==> config.mk <==
export PLATFORM = sky130hd
export DESIGN_NAME = fetch_unit
export DESIGN_NICKNAME = d
export VERILOG_FILES = /design/src/rtl/fetch_unit.sv
export SDC_FILE = /design/constraint.sdc
export NUM_CORES = 1
export LEC_CHECK = 0
export CORE_ASPECT_RATIO = 1.1
export CORE_UTILIZATION = 52
export CTS_CLUSTER_SIZE = 20
export DETAILED_ROUTE_END_ITERATION = 6
export PLACE_DENSITY = 0.9
export SLEW_MARGIN = 15
export SYNTH_ARGS = -nofsm -noshare
export SYNTH_HDL_FRONTEND = slang
export SYNTH_SLANG_ARGS = --single-unit
==> constraint.sdc <==
create_clock -name clk -period 2.75 [get_ports clk]
set_input_delay 0.55 -clock clk [delete_from_list [all_inputs] [get_ports clk]]
set_output_delay 0.55 -clock clk [all_outputs]
set_load 0.03 [all_outputs]
==> src/rtl/fetch_unit.sv <==
// Instruction fetch: one outstanding imem request, DEPTH-entry buffer to decode; ack->inst_valid is 1 cycle.
// Issue stalls while the buffer is full or fetch_err is set; pc_load flushes and redirects at the same edge.
module fetch_unit #(
  parameter int          DEPTH    = 2,
  parameter logic [31:0] RESET_PC = 32'h0000_0000
) (
  input  logic        clk,
  input  logic        rst,
  input  logic [31:0] pc_in,
  input  logic        pc_load,
  output logic        imem_req,
  output logic [31:0] imem_addr,
  input  logic        imem_ack,
  input  logic [31:0] imem_rdata,
  output logic        inst_valid,
  input  logic        inst_ready,
  output logic [31:0] inst,
  output logic [31:0] inst_pc,
  output logic        fetch_err
);

  localparam int AW = (DEPTH > 1) ? $clog2(DEPTH) : 1;
  localparam logic [AW-1:0] PTR_ONE   = AW'(1);
  localparam logic [AW:0]   CNT_ONE   = (AW+1)'(1);
  localparam logic [AW:0]   CNT_DEPTH = (AW+1)'(DEPTH);

  typedef enum logic [1:0] {IDLE, REQ, DROP} state_t;

  state_t        r_state;
  logic [31:0]   r_fa;
  logic          r_imem_req;
  logic [31:0]   r_imem_addr;
  logic          r_fetch_err;
  logic [31:0]   r_buf_inst [DEPTH];
  logic [31:0]   r_buf_pc   [DEPTH];
  logic [AW-1:0] r_wr_ptr;
  logic [AW-1:0] r_rd_ptr;
  logic [AW:0]   r_count;

  logic w_push;
  logic w_pop;
  logic w_issue;

  assign w_pop   = (r_count != '0) && inst_ready;
  assign w_push  = (r_state == REQ) && imem_ack && !pc_load;
  // Only issue from IDLE, so no request is in flight and count alone bounds the buffer.
  assign w_issue = (r_state == IDLE) && !pc_load && !r_fetch_err && (r_count < CNT_DEPTH);

  always_ff @(posedge clk or negedge rst) begin
    if (!rst) begin
      r_state     <= IDLE;
      r_fa        <= RESET_PC;
      r_imem_req  <= 1'b0;
      r_imem_addr <= 32'h0;
      r_fetch_err <= 1'b0;
    end else begin
      if (pc_load) begin
        r_fa        <= pc_in;
        r_fetch_err <= (pc_in[1:0] != 2'b00);
      end
      case (r_state)
        IDLE: begin
          if (w_issue) begin
            r_state     <= REQ;
            r_imem_req  <= 1'b1;
            r_imem_addr <= r_fa;
          end
        end
        REQ: begin
          if (imem_ack) begin
            r_state    <= IDLE;
            r_imem_req <= 1'b0;
            if (!pc_load) r_fa <= r_fa + 32'd4;
          end else if (pc_load) begin
            r_state <= DROP;
          end
        end
        DROP: begin
          // Request stays up on the old address until memory completes it; the data is thrown away.
          if (imem_ack) begin
            r_state    <= IDLE;
            r_imem_req <= 1'b0;
          end
        end
        default: begin
          r_state    <= IDLE;
          r_imem_req <= 1'b0;
        end
      endcase
    end
  end

  always_ff @(posedge clk or negedge rst) begin
    if (!rst) begin
      r_wr_ptr <= '0;
      r_rd_ptr <= '0;
      r_count  <= '0;
      for (int i = 0; i < DEPTH; i++) begin
        r_buf_inst[i] <= 32'h0;
        r_buf_pc[i]   <= 32'h0;
      end
    end else if (pc_load) begin
      r_wr_ptr <= '0;
      r_rd_ptr <= '0;
      r_count  <= '0;
    end else begin
      if (w_push) begin
        r_buf_inst[r_wr_ptr] <= imem_rdata;
        r_buf_pc[r_wr_ptr]   <= r_fa;
        r_wr_ptr             <= r_wr_ptr + PTR_ONE;
      end
      if (w_pop) r_rd_ptr <= r_rd_ptr + PTR_ONE;
      case ({w_push, w_pop})
        2'b10:   r_count <= r_count + CNT_ONE;
        2'b01:   r_count <= r_count - CNT_ONE;
        default: r_count <= r_count;
      endcase
    end
  end

  assign imem_req   = r_imem_req;
  assign imem_addr  = r_imem_addr;
  assign fetch_err  = r_fetch_err;
  assign inst_valid = (r_count != '0);
  assign inst       = r_buf_inst[r_rd_ptr];
  assign inst_pc    = r_buf_pc[r_rd_ptr];

endmodule
Word-level counts from Yosys, hierarchy flattened
Index checks and enable logic that the tools add are counted.

Equal/unequal tests: 8. Shift operators: 0. Reductions and logical operators: 20. Bitwise logic cells: 3. Mux-type cells: 28. Magnitude comparators: 4. Div/mod/pow operators: 0. $mul: 0. Add/sub/neg operators: 5.

Operators with widths (number): 32-bit 2-to-1 mux (11); 64-bit bitwise mux (2); 32-bit by 3-bit adder with 32-bit output, second input constant (1); 32-bit demux with 1-bit select (1); 2-bit 2-to-1 mux (5); 2-bit nonzero test (4); 1-bit logical AND (7); 1-bit 2-to-1 mux (6); 2-bit one-hot mux with 3 select lines (1); 2-bit AND reduction (3); 2-bit by 1-bit == test with 1-bit output, second input constant (2); 2-bit == test, second input constant (2); 2-bit greater-or-equal comparator, second input constant (2); 2-bit inequality test, second input constant (2); 1-bit inverter with 2-bit output (2); 2-bit one-hot mux with 2 select lines (1); 3-bit inequality test, second input constant (1); 3-bit AND reduction (1); 3-bit nonzero test (1); 1-bit adder, second input constant (2); 2-bit by 1-bit adder with 2-bit output, second input constant (1); 1-bit zero test (2); 2-bit zero test (1); 2-bit by 1-bit less-than comparator with 1-bit output, second input constant (1); 6 further kinds (6).

Word-level logic and storage cells: 80. Latch bits: 0. Register bits after elaboration: 200. ROM bits: 0. RAM bits: 0. Output and inout bits: 99. Memories: 0.

Depth between registers and ports, before layout
Gate-level depths: netlist (run 1).

Depth after elaboration: 6. Depth in mapped cells: 8. Gate-level depth less buffers: 6.

Worst setup path after synthesis (run 1)
OpenSTA, ideal clock, no wires.

Path kind: register -> register. Start point: register r_state[0]. End point: register r_imem_addr[22] (netlist: imem_addr[22]). Clock period less this slack: 2.204 ns. Buffers on the path: 1. Library setup time: 0.125 ns. Arrival: 2.079 ns. Stages on the path, launching flop included: 7. Setup slack: 0.546 ns. Cells stage by stage: dfrtp_1 inv_1 ha_1 inv_1 nor4_1 clkbuf_1 mux2_2.

Word-level cells in the longest chain between the ends: 5.

Ends and longest elaborated chain: from (decl) (RTL line 29) `state_t r_state;`; from (signal assigned) (RTL line 51) `r_state <= IDLE;`; from (signal assigned) (RTL line 64) `r_state <= REQ;`; from (signal assigned) (RTL line 71) `r_state <= IDLE;`; 2-bit zero test * (RTL line 47, 61); 1-bit logical AND (3 in series) (RTL line 47) `assign w_issue = (r_state == IDLE) && !pc_load && !r_fetch_err && (r_count < CNT_DEPTH);`; 2-bit AND reduction (no source line) *; to (signal assigned) (RTL line 66) `r_imem_addr <= r_fa;`; to (decl) (RTL line 32) `logic [31:0] r_imem_addr;`.

Mark *: on every way between the ends. The rest lies on a longest branch, timed or not. A chain may end at the register's enable or synchronous reset.

Final worst setup path (run 1)
Start point: register r_rd_ptr. End point: output port inst[24].

Word-level cells in the longest chain between the ends: 4.

Ends and longest elaborated chain: from (decl) (RTL line 37) `logic [AW-1:0] r_rd_ptr;`; from (signal assigned) (RTL line 112) `if (w_pop) r_rd_ptr <= r_rd_ptr + PTR_ONE;`; 1-bit inverter with 2-bit output (implied by the code) (RTL line 125) `assign inst = r_buf_inst[r_rd_ptr];`; 32-bit 2-to-1 mux (implied by the code) (3 in series) (RTL line 125); to (decl) (RTL line 17) `output logic [31:0] inst,`.

Every way passes these cells. The select of a mux whose other input is x is not followed.

==> results.md, run 1 <==
- Worst reg2reg path depth: 4
- Top delay family on crit path: buffers and inverters
- Later-pin clock latency in the skew report: 0.43 ns
- DRC: 0
- Pre-CTS setup slack: roughly 0.21 ns
- Mapped Nets: 739
- Final hold vios: 0
- Final Non-Filler Cells: between 1000 and 1500
- ANT nets after route: 0
- Unique masters post-synth: 36
- Startpoint Class: flip-flop
- HP Class: primary input to asynchronous set/reset pin
- Primary FF master, synth: dfrtp_1
- Die width: 126.6 um
- Final Util: about 70%
- Reg2reg start: r_fa[8]
- Peak VDD IR: 0.0007420 V
- Slowest stage delay, CP: roughly 0.61 ns
- Initial antenna violation count: 0
- Slew headroom: 52.65%
- CTS clk-pin slew, worst paths: 0.07 ns
- Largest family of logic cells by synthesized area: multiplexers
- Kind of critical path: flip-flop to output pin
- Worst slew pin tran: 0.7038 ns
- Syn avg cell area: around 13 sq um
- Layout area overhead: 31.04%
- Iteration-0 DRC count of the detailed router: 361
- Cells along the critical path: buf_12 -> mux2_2 -> clkdlybuf4s50_1
- First-pass GRT wire length: 32890 um
- Max FO, Critical Path: 21
- Placer Congestion: 0.8044
- Worst r2r dst: r_fa[17]
- Die Span Y: 139.1 um
- Status: finished clean
- RSZ-0062 raised after global routing: no
- Routed vias/inst: about 5.7
- Placed cells: 1022
- Most frequent cells in the layout: mux2_2, dfrtp_1, clkdlybuf4s50_1
- Final worst setup slack: 0.1087 ns
- Post-synth EDFFs: 0
- Vias in the first global route: 6257
- Max-cap violations: 0
- Commonest non-fill, non-tap cell in the layout: mux2_2
- WP buf/inv: 2
- Finish-stage setup viols: 0
- DRT Pass-1 Iters: 5
- Clock Skew: 0.009477 ns
- Setup TNS: 0 ns
- IO Port Bufs: 167
- Cell Pwr Density: approximately 1100 nW/um^2
- CTS buffer count: 17
- Lkg Pwr: a little under 5 nW
- Post-Synth Simple-Gate Area: 6.833%
- Worst setup EP type: output pin
- Number of H-tree levels: 4
- Fraction of layout cells with a size suffix above 1: approximately 33%
- Sequential fraction of the synthesis area: 56.35%
- Post-synthesis mux area share: 29.26%
- Critical-path top delay cell: clkdlybuf4s50_1
- Synth warn: 0
- FP Rows: 49
- Ant diodes: 0
- Post-synthesis compound-gate area fraction: 3.311%
- Total track usage: 23.93%
- Tcrit/Tclk final: 96.05%
- DP HPWL: approximately 14000 um
- Io pins: 168
- Syn Inst Count: 665
- TritonCTS clock tree: done
- Wire per inst: 18.87 um
- CORE AREA: 16550 sq um
- Initial Util: 53.65%
- Stages on worst setup path: 3
- Total number of vias: 6039
- CP arrival: 2.09 ns
- Post-synthesis register bit count: 200
- Post-Syn Area: 8881 sq um
- Nets: 912
- Critical path data required time: 2.20 ns
- Max-slew violation count: 0
- Adder-Cell Fraction of Synth Area: less than 1%
- Root Buffer: clkbuf_16
- Async SR Flop Fraction: 100.0%
- Gr ovfl total: 0
- Min Clock Period, post-route: approximately 2.6 ns
- Largest net degree at the start of global routing: 65
- Post-synthesis xor/xnor area fraction: 1.479%
- Bufs on Longest Clock Path: 2
- Setup slack, reg-to-reg: roughly 0.4 ns
- CTS sink count: 200
- Max Fclk: 378.6 MHz
- Overall routed net length: 19910 um
- Die area: 17610 sq um
[cells by family after synthesis]
kind of cell	count (synthesis)
AOI/OAI and AO/OA	49
muxes	232
xor gates and xnor gates	15
and+or+nand+nor	118
DFF	200
adders and majority gates	5
buffers and inverters	46
[synth_stat cells (2+ instances only)]
master	n	share of area (%)
nor3_1	2	0.11
dfrtp_1	200	56
inv_1	10	0.42
xnor2_1	10	0.99
ha_1	5	0.70
nand2_1	37	1.6
mux2_2	221	28
or4_1	11	0.93
nor4_1	8	0.56
or2_2	2	0.14
nor2_1	20	0.85
clkbuf_1	28	1.2
o21ai_0	23	1.3
and2_1	2	0.14
nand3_1	10	0.56
or3_1	4	0.28
nand2b_1	2	0.14
a21oi_1	3	0.17
mux2i_1	11	1.2
buf_2	5	0.28
buf_1	2	0.085
xor2_1	5	0.49
and3_1	5	0.35
a31oi_1	11	0.77
nand4_1	11	0.77
nand3b_1	2	0.17
o31ai_1	6	0.51
[through the flow]
stage	total power, mW	hold slack [ns]	area [sq um]
6_report	13.18	0.1035	11640
4_1_cts	13.30	0.1115	11640
3_5_place_dp	10.49	0.4674	10960
2_1_floorplan	8.204	0.2544	8881
3_3_place_gp	10.31	0.4587	10960
5_1_grt	13.81	0.1356	11640
[timing repair]
action	4_1_cts	5_1_grt
hold buffers	0	0
buffers inserted	1	0
hold endpoints to repair	0	0
setup endpoints to repair	51	0
resized for setup	1	0
[power by group]
group          switching, mW  total (mW)  internal, mW
clock                   1.06        2.75          1.69
sequential             0.645        4.72          4.08
combinational           2.85        5.71          2.85
total                   4.56        13.2          8.62
[worst register-to-register path: stages (launching register included)]
cell     delay [ns]
dfrtp_1        0.49
nand3_1        0.23
or4_1          0.79
or4_1          0.57
a31oi_1        0.20
[cell type report]
cell class	instances	area (sq um)
Inverter	10	37.54
Sequential cell	200	5009
Clock buffer	21	470.5
Clock inverter	11	192.7
Fill cell	1143	4916
Tap cell	204	255.2
Multi-Input combinational cell	419	3719
Timing Repair Buffer	190	1954
[routing by layer]
layer / part of all wire [%] / up-vias / global-route usage (%)
li1: - / 2742 / -
met1: 43 / 3040 / 31.97
met2: 50 / 233 / 39.31
met3: 6.5 / 24 / 5.208
met4: 1.0 / 0 / 6.912
met5: 0 / - / 0
[sequential cells by signal, summed over array words and instances (netlist names)]
signal	flops
r_wr_ptr	1
r_buf_pc	64
r_fa	32
imem_req	1
fetch_err	1
imem_addr	32
r_buf_inst	64
r_rd_ptr	1
r_state	2
r_count	2
[worst max-delay path by stage]
stage	startpoint	end
6_report	r_rd_ptr	inst[24]
5_1_grt	r_rd_ptr	inst[19]
4_1_cts	r_rd_ptr	inst[24]
3_5_place_dp	imem_ack	r_fa[22]
3_3_place_gp	imem_ack	r_fa[22]
2_1_floorplan	r_state[0]	imem_addr[22]
Power figures use the tool's default switching activity.
==> run 2, diff against run 1 <==
Settings changed: CTS_CLUSTER_DIAMETER set to 50.
==> results of run 2 <==
The final DEF is identical to that of run 1; final timing and power are the same.
